$ cat config.mk
export PLATFORM = sky130hd
export DESIGN_NAME = sdram_req_arbiter
export DESIGN_NICKNAME = d
export VERILOG_FILES = /design/src/rtl/sdram_req_arbiter.sv
export SDC_FILE = /design/constraint.sdc
export NUM_CORES = 1
export LEC_CHECK = 0
export ABC_CLOCK_PERIOD_IN_PS = 3600
export CORE_MARGIN = 2
export CORE_UTILIZATION = 28
export DETAILED_ROUTE_END_ITERATION = 10
export PLACE_DENSITY_LB_ADDON = 0.2
export SYNTH_ARGS = -nofsm -noshare
export SYNTH_HDL_FRONTEND = slang
export SYNTH_SLANG_ARGS = --single-unit
$ cat constraint.sdc
create_clock -name clk -period 3.6 [get_ports clk]
set_input_delay 0.36 -clock clk [delete_from_list [all_inputs] [get_ports clk]]
set_output_delay 0.36 -clock clk [all_outputs]
set_load 0.02 [all_outputs]
$ cat src/rtl/sdram_req_arbiter.sv
// Shares the single SDRAM controller user port between the CPU and DMA Wishbone paths.
// One registered grant per transaction, fixed CPU priority, DMA starvation guard, read watchdog.
module sdram_req_arbiter #(
  parameter int unsigned ADDR_W     = 23,
  parameter int unsigned DATA_W     = 32,
  parameter int unsigned BURST_LEN  = 4,
  parameter int unsigned STARVE_MAX = 8,
  parameter int unsigned TIMEOUT    = 64
) (
  input  logic              clk,
  input  logic              rst,
  // CPU Wishbone path
  input  logic              cpu_req_i,
  input  logic              cpu_we_i,
  input  logic [ADDR_W-1:0] cpu_addr_i,
  input  logic [DATA_W-1:0] cpu_wdata_i,
  input  logic [3:0]        cpu_sel_i,
  output logic              cpu_ack_o,
  output logic [DATA_W-1:0] cpu_rdata_o,
  // DMA Wishbone path
  input  logic              dma_req_i,
  input  logic              dma_we_i,
  input  logic [ADDR_W-1:0] dma_addr_i,
  input  logic [DATA_W-1:0] dma_wdata_i,
  input  logic [3:0]        dma_sel_i,
  input  logic              dma_burst_i,
  output logic              dma_ack_o,
  output logic [DATA_W-1:0] dma_rdata_o,
  // status
  output logic              err_o,
  output logic [1:0]        grant_o,
  // SDRAM controller user port
  output logic [ADDR_W-1:0] ctrl_addr_o,
  output logic              ctrl_rw_o,
  output logic [DATA_W-1:0] ctrl_wdata_o,
  output logic [3:0]        ctrl_mask_o,
  output logic              ctrl_in_valid_o,
  output logic              ctrl_burst_en_o,
  input  logic              ctrl_busy_i,
  input  logic              ctrl_out_valid_i,
  input  logic [DATA_W-1:0] ctrl_rdata_i
);

  localparam int unsigned BEAT_W   = $clog2(BURST_LEN + 1);
  localparam int unsigned WDOG_W   = $clog2(TIMEOUT + 1);
  localparam int unsigned STARVE_W = $clog2(STARVE_MAX + 1);

  localparam logic [1:0] GNT_NONE = 2'b00;
  localparam logic [1:0] GNT_CPU  = 2'b01;
  localparam logic [1:0] GNT_DMA  = 2'b10;

  localparam logic [DATA_W-1:0] RDATA_ERR = DATA_W'(32'hDEADBEEF);

  typedef enum logic [1:0] {
    S_IDLE    = 2'd0,
    S_CMD     = 2'd1,
    S_RD_WAIT = 2'd2,
    S_RELEASE = 2'd3
  } state_e;

  state_e state_q, state_d;

  logic [1:0]          grant_q,     grant_d;
  logic                rw_q,        rw_d;
  logic [ADDR_W-1:0]   addr_q,      addr_d;
  logic [DATA_W-1:0]   wdata_q,     wdata_d;
  logic [3:0]          mask_q,      mask_d;
  logic                burst_q,     burst_d;
  logic                in_valid_q,  in_valid_d;
  logic [BEAT_W-1:0]   beats_q,     beats_d;
  logic [WDOG_W-1:0]   wdog_q,      wdog_d;
  logic [STARVE_W-1:0] starve_q,    starve_d;
  logic                cpu_ack_q,   cpu_ack_d;
  logic                dma_ack_q,   dma_ack_d;
  logic                err_q,       err_d;
  logic [DATA_W-1:0]   cpu_rdata_q, cpu_rdata_d;
  logic [DATA_W-1:0]   dma_rdata_q, dma_rdata_d;

  logic req_any;
  logic dma_win;
  logic beat;
  logic last_beat;
  logic timeout;

  // DMA wins when CPU is idle or DMA has lost too many arbitrations in a row
  assign req_any   = cpu_req_i | dma_req_i;
  assign dma_win   = dma_req_i & (~cpu_req_i | (starve_q >= STARVE_W'(STARVE_MAX)));
  assign beat      = (state_q == S_RD_WAIT) & ctrl_out_valid_i;
  assign last_beat = beat & (beats_q == BEAT_W'(1));
  assign timeout   = (state_q == S_RD_WAIT) & ~ctrl_out_valid_i & (wdog_q == WDOG_W'(TIMEOUT - 1));

  always_ff @(posedge clk) begin
    if (rst) begin
      state_q <= S_IDLE;
    end else begin
      state_q <= state_d;
    end
  end

  always_comb begin
    state_d = state_q;
    case (state_q)
      S_IDLE: begin
        if (req_any) state_d = S_CMD;
      end
      S_CMD: begin
        if (!ctrl_busy_i) state_d = rw_q ? S_RELEASE : S_RD_WAIT;
      end
      S_RD_WAIT: begin
        if (last_beat || timeout) state_d = S_RELEASE;
      end
      S_RELEASE: begin
        state_d = S_IDLE;
      end
      default: begin
        state_d = S_IDLE;
      end
    endcase
  end

  // Next values of the latched transaction fields and all registered outputs
  always_comb begin
    grant_d     = grant_q;
    rw_d        = rw_q;
    addr_d      = addr_q;
    wdata_d     = wdata_q;
    mask_d      = mask_q;
    burst_d     = burst_q;
    in_valid_d  = in_valid_q;
    beats_d     = beats_q;
    wdog_d      = wdog_q;
    starve_d    = starve_q;
    cpu_ack_d   = 1'b0;
    dma_ack_d   = 1'b0;
    err_d       = 1'b0;
    cpu_rdata_d = cpu_rdata_q;
    dma_rdata_d = dma_rdata_q;

    case (state_q)
      S_IDLE: begin
        if (req_any) begin
          grant_d    = dma_win ? GNT_DMA : GNT_CPU;
          rw_d       = dma_win ? dma_we_i : cpu_we_i;
          addr_d     = dma_win ? dma_addr_i : cpu_addr_i;
          wdata_d    = dma_win ? dma_wdata_i : cpu_wdata_i;
          mask_d     = dma_win ? (dma_sel_i & {4{dma_we_i}}) : (cpu_sel_i & {4{cpu_we_i}});
          burst_d    = dma_win & dma_burst_i & ~dma_we_i;
          in_valid_d = 1'b1;
          if (dma_win) begin
            starve_d = '0;
          end else if (dma_req_i && (starve_q < STARVE_W'(STARVE_MAX))) begin
            starve_d = starve_q + STARVE_W'(1);
          end
        end
      end
      S_CMD: begin
        if (!ctrl_busy_i) begin
          in_valid_d = 1'b0;
          if (rw_q) begin
            grant_d   = GNT_NONE;
            cpu_ack_d = (grant_q == GNT_CPU);
            dma_ack_d = (grant_q == GNT_DMA);
          end else begin
            beats_d = burst_q ? BEAT_W'(BURST_LEN) : BEAT_W'(1);
            wdog_d  = '0;
          end
        end
      end
      S_RD_WAIT: begin
        if (beat) begin
          cpu_ack_d = (grant_q == GNT_CPU);
          dma_ack_d = (grant_q == GNT_DMA);
          if (grant_q == GNT_CPU) cpu_rdata_d = ctrl_rdata_i;
          if (grant_q == GNT_DMA) dma_rdata_d = ctrl_rdata_i;
          beats_d = beats_q - BEAT_W'(1);
          wdog_d  = '0;
          if (last_beat) grant_d = GNT_NONE;
        end else if (timeout) begin
          // Error completion: remaining beats are abandoned
          cpu_ack_d = (grant_q == GNT_CPU);
          dma_ack_d = (grant_q == GNT_DMA);
          err_d     = 1'b1;
          if (grant_q == GNT_CPU) cpu_rdata_d = RDATA_ERR;
          if (grant_q == GNT_DMA) dma_rdata_d = RDATA_ERR;
          beats_d   = '0;
          grant_d   = GNT_NONE;
        end else begin
          wdog_d = wdog_q + WDOG_W'(1);
        end
      end
      S_RELEASE: begin
        grant_d = GNT_NONE;
      end
      default: begin
        grant_d = GNT_NONE;
      end
    endcase
  end

  always_ff @(posedge clk) begin
    if (rst) begin
      grant_q     <= GNT_NONE;
      rw_q        <= 1'b0;
      addr_q      <= '0;
      wdata_q     <= '0;
      mask_q      <= '0;
      burst_q     <= 1'b0;
      in_valid_q  <= 1'b0;
      beats_q     <= '0;
      wdog_q      <= '0;
      starve_q    <= '0;
      cpu_ack_q   <= 1'b0;
      dma_ack_q   <= 1'b0;
      err_q       <= 1'b0;
      cpu_rdata_q <= '0;
      dma_rdata_q <= '0;
    end else begin
      grant_q     <= grant_d;
      rw_q        <= rw_d;
      addr_q      <= addr_d;
      wdata_q     <= wdata_d;
      mask_q      <= mask_d;
      burst_q     <= burst_d;
      in_valid_q  <= in_valid_d;
      beats_q     <= beats_d;
      wdog_q      <= wdog_d;
      starve_q    <= starve_d;
      cpu_ack_q   <= cpu_ack_d;
      dma_ack_q   <= dma_ack_d;
      err_q       <= err_d;
      cpu_rdata_q <= cpu_rdata_d;
      dma_rdata_q <= dma_rdata_d;
    end
  end

  assign cpu_ack_o       = cpu_ack_q;
  assign cpu_rdata_o     = cpu_rdata_q;
  assign dma_ack_o       = dma_ack_q;
  assign dma_rdata_o     = dma_rdata_q;
  assign err_o           = err_q;
  assign grant_o         = grant_q;
  assign ctrl_addr_o     = addr_q;
  assign ctrl_rw_o       = rw_q;
  assign ctrl_wdata_o    = wdata_q;
  assign ctrl_mask_o     = mask_q;
  assign ctrl_in_valid_o = in_valid_q;
  assign ctrl_burst_en_o = burst_q;

endmodule

Word-level counts from Yosys, hierarchy flattened:

Index checks and enable logic that the tools add are counted.

* bitwise operators: 15
* reduce and logical (&&, ||, !) cells: 17
* add/subtract/negate cells: 3
* magnitude comparators: 2
* muxes and demuxes: 52
* equality and inequality tests: 15

Operators by type and width (count)
* two-way mux 32 bit: 9
* two-way mux 7 bit: 4
* two-way mux 23 bit: 1
* two-way mux 2 bit: 10
* one-hot mux 2 bit (4 select lines): 2
* two-way mux 3 bit: 5
* AND reduction 3 bit: 5
* one-hot mux 7 bit (2 select lines): 1
* two-way mux 1 bit: 13
* two-way mux 4 bit: 3
* != test 3 bit (second input constant): 3
* bitwise AND 4 bit: 2
* != test 2 bit (second input constant): 4
* AND reduction 4 bit: 2
* nonzero test 2 bit: 4
* adder 7 x 1 -> 7 bit (second input constant): 1
* bitwise AND 1 bit: 7
* equality test 7 x 6 -> 1 bit (second input constant): 1
* equality test 2 bit (second input constant): 3
* one-hot mux 1 bit (2 select lines): 3
* one-hot mux 3 bit (2 select lines): 1
* AND reduction 5 bit: 1
* adder 4 x 1 -> 4 bit (second input constant): 1
* equality test 2 x 1 -> 1 bit (second input constant): 2
* other kinds (12): 16

* register bits: 147
* input port bits: 159

Depth between registers and ports, before layout:

* word-level depth: 6
* mapped depth: 8

Least setup slack after synthesis:

No wires, ideal clock.

* path type: reg-to-reg
* from: register state_q[0]
* to: register state_q[0]
* setup slack: 1.944 ns
* stages on the path, launching flop included: 6
* required time: 3.505 ns
* arrival: 1.560 ns
* cell sequence: dfxtp_1 > inv_1 > ha_1 > or3b_2 > and3_1 > a221oi_1

* word-level cells in the longest chain between the ends: 6
* elaborated cells on any way between the ends: 14
* those cells by class: eq/ne (6); mux (1); bitwise (4); reduce/logical (3)

RTL lines
* start: declaration: line 61 `state_e state_q, state_d;`
* start signal: assignment: line 96 `state_q <= state_d;`
* equality test 2 bit: line 88, 90, 102
* bitwise AND 1 bit (on tied branches): line 88, 90
* bitwise AND 1 bit (on tied branches): line 89, 90
* logical OR 1 bit: line 110 `if (last_beat || timeout) state_d = S_RELEASE;`
* != test 2 x 1 -> 1 bit (no line)
* AND reduction 3 bit (no line)

Parallel ways exist; a longest one is shown, timed or not.
A chain may end at the register's enable or synchronous reset.

Final worst setup path:

* from: register state_q[0]
* to: register wdog_q[3]

* word-level cells in the longest chain between the ends: 5
* elaborated cells on any way between the ends: 12
* those cells by class: eq/ne (5); mux (2); bitwise (3); reduce/logical (2)

RTL lines
* equality test 2 bit: line 88, 90, 139
* bitwise AND 1 bit (2 in a row): line 90 `assign timeout = (state_q == S_RD_WAIT) & ~ctrl_out_valid_i & (wdog_q == WDOG_W'(TIMEOUT - 1));`
* != test 3 bit (no line)
* AND reduction 4 bit (no line)
* end signal: assignment: line 226 `wdog_q <= wdog_d;`
* end: declaration: line 71 `logic [WDOG_W-1:0] wdog_q, wdog_d;`

Parallel ways exist; a longest one is shown, timed or not.

==> results.cfg <==
[setup_path]
worstSetupStartpointType = flip-flop
r2r_end = wdog_q[3]
crit_cells = 6
worstPathRequired_ns = 3.94
critPathMaxStageDelay_ns = 0.57
cp.arrival_ns = 2.67
cp_cell_sequence = inv_1, ha_2, buf_4, mux2i_1, or4_1, a21boi_0
slowest_stage = or4_1
crit_buf_inv = 2
reg2reg_depth = 6
cp-end-kind = flip-flop
r2r-start = state_q[0]
crit_fanout = 59
r2r_slack_ns = 1.27
cpLargestDelayFamily = buffers and inverters
worstSetupPathType = reg2reg

[worst_hold_path]
min_path_cells = 1
min-delay-start = wdog_q[6]
hp-class = reg2reg
hold_path_end = wdog_q[6]

[routing]
final_antenna_net_count = 0
viasPerCell = 4.942
wl_per_cell_um = 16.45
drc_errors = 0
dr.pass1.iters = 5
drt-total-wl_mm = 21.78
drtIter0Drc = 282
dr_total_vias = 6543

[clock_tree]
max-clock-path-buffers = 2
path_clk_slew_ns = 0.07
clock_sinks = 147
tritoncts = built
clock_latency_ns = 0.42
clock-root-buffer = clkbuf_16
htree_levels = 4
post_cts_buffers = 0
post_cts_resized = 0
ctsHoldBuffers = 0
cts-buffers-inserted = 17

[placed_design]
place.detailed.hpwl_mm = 15.04
placed_area_mm2 = 0.009432
place_congestion = 0.7745
io_buffers = 289

[floorplanning]
die-height_um = 154.6
coreArea_mm2 = 0.02243
num_rows = 55
start_util_pct = 28.32
fp.dieW_um = 154.6
ios = 290
die_area_mm2 = 0.02391

[yosys]
synthAdderAreaFrac_pct = 1.773
yosysWarnings = 0
synthSimpleGateAreaFrac_pct = 23.16
ys_seq_elements = 147
synth.avg_cell_area_um2 = 8.123
synth-xor-area-share_pct = 0
synthArstFlopShare_pct = 0
ys_seq_area_share_pct = 46.33
synthMuxAreaShare_pct = 0.6500
synth-main-ff-cell = dfxtp_1
yosysUniqueCellTypes = 48
syn_area_mm2 = 0.006352
synth_nets = 950
synth_compound_area_share_pct = 22.47
synth_top_family_by_area = simple AND/OR/NAND/NOR gates
synth_edf_count = 0
syn_inst = 782

[cells_and_area]
area_growth_pct = 57.81
layout_common_cells = clkdlybuf4s50_1, dfxtp_1, nand2_1, nor2_1, a311oi_1
multi_input_comb_area_mm2 = 0.003084
seqCellArea_mm2 = 0.002943
final_area_mm2 = 0.01002
fillers = 2238
nets = 1194
antenna_cells = 0
drive_gt1_share_pct = 5.582
finish.utilization_pct = 44.68
final_common_cell = clkdlybuf4s50_1

[global_route]
busiest_layer = met2
grt_pass1_wl_mm = 34.35
grt_overflow_total = 0
grt_pass1_vias = 6353
met1_usage_pct = 22.01
antenna_found_initial = 0
grtUsageMet2_pct = 28.70
track_usage_pct = 17.90
grt_max_degree = 81
use_met3_pct = 7.817

[timing]
setup_viol = 0
relSlewSlack_pct = 39.46
rsz0062_at_grt = no
worstMarginPinSlew_ns = 0.9059
maxSlewViolCount = 0
hold_violations = 0
timing.final.crit_period_ns = 2.328
fmax_mhz = 429.6
timing.final.crit_share_pct = 64.66
skew_ns = 0.01145
setup-tns-final_ns = 0

[power_and_ir_drop]
p_leak_nw = 3.537
peakVddDrop_uv = 320.6
p_per_area_mw_per_mm2 = 608.1

[outcome]
status = completed

[run]
cap_viol_max_count = 0
per-stage QoR:
stage / worst slack (ns) / total power, mW / hold slack [ns] / std cells
2_1_floorplan: 1.944 / 3.369 / 0.4316 / 782
3_3_place_gp: 1.079 / 4.324 / 0.4432 / 1292
3_5_place_dp: 1.043 / 4.327 / 0.4466 / 1292
4_1_cts: 1.249 / 6.182 / 0.4558 / 1324
5_1_grt: 1.088 / 6.472 / 0.4765 / 1324
6_report: 1.272 / 6.096 / 0.4527 / 1324
cell usage after synthesis (2+ instances only):
cell      number  area share [%]
nor2_1       120             7.1
o21a_1         3            0.35
a211oi_1       6            0.71
mux2i_1        3            0.47
ha_1           9             1.8
inv_1         10            0.59
o21ai_0       10            0.79
or3b_2         2            0.28
nor3_1        50             3.9
nor2b_1        4            0.39
nand2b_1       5            0.49
dfxtp_1      147              46
buf_1          2            0.12
nand3_1        5            0.39
clkbuf_1      49             2.9
and4_1         2            0.28
nand2_1      134             7.9
o31ai_1        3            0.35
and2_1         3            0.30
a21boi_0       4            0.47
a21oi_1       12            0.95
or3_1          3            0.30
buf_4          3            0.35
nand3b_1       2            0.24
a31oi_1       71             7.0
or4_1          4            0.47
a311oi_1      72             9.9
a22oi_1        2            0.24
nor3b_1        2            0.24
o211ai_1       3            0.35
buf_2         20             1.6
final cells by class:
cell class                 count  area share (%)
clock buffer                  17           4.244
clock inverter                15           1.672
inverter                      10          0.3744
multi-input combinational    550           30.77
sequential                   147           29.36
tap                          285           3.557
timing repair buffer         300           30.03
where the power goes:
| group | internal, mW | switching (mW) | total, mW |
|---|---|---|---|
| clock network | 1.04 | 0.777 | 1.82 |
| registers | 1.90 | 0.164 | 2.06 |
| logic | 0.959 | 1.26 | 2.22 |
layer usage:
metal | up-vias | part of all wire, %
met4 | 0 | 0.81
met3 | 11 | 9.9
li1 | 3313 | -
met1 | 2988 | 43
met2 | 231 | 47
met5 | - | 0
kinds of logic after synthesis:
| logic type | count (synthesis) |
|---|---|
| simple gates | 342 |
| mux | 4 |
| fa+ha+maj | 9 |
| compound gates | 195 |
| flops | 147 |
| buf+inv | 85 |
state kept, by name, indices dropped and copies added, names as in the netlist:
signal	cells
ctrl_mask_o	4
state_q	2
wdog_q	7
dma_rdata_o	32
ctrl_rw_o	1
grant_o	2
cpu_ack_o	1
ctrl_wdata_o	32
ctrl_addr_o	23
err_o	1
beats_q	3
ctrl_burst_en_o	1
starve_q	4
ctrl_in_valid_o	1
dma_ack_o	1
cpu_rdata_o	32
worst max path at each step:
stage               slack, ns       start          endpoint
floorplan                1.94  state_q[0]        state_q[0]
global placement         1.08   cpu_req_i  ctrl_wdata_o[30]
detailed placement       1.04   cpu_req_i  ctrl_wdata_o[15]
CTS                      1.25  state_q[0]         wdog_q[3]
global route             1.09  state_q[0]         wdog_q[3]
finish                   1.27  state_q[0]         wdog_q[3]
Note: power is estimated with default switching activity, not from simulation.
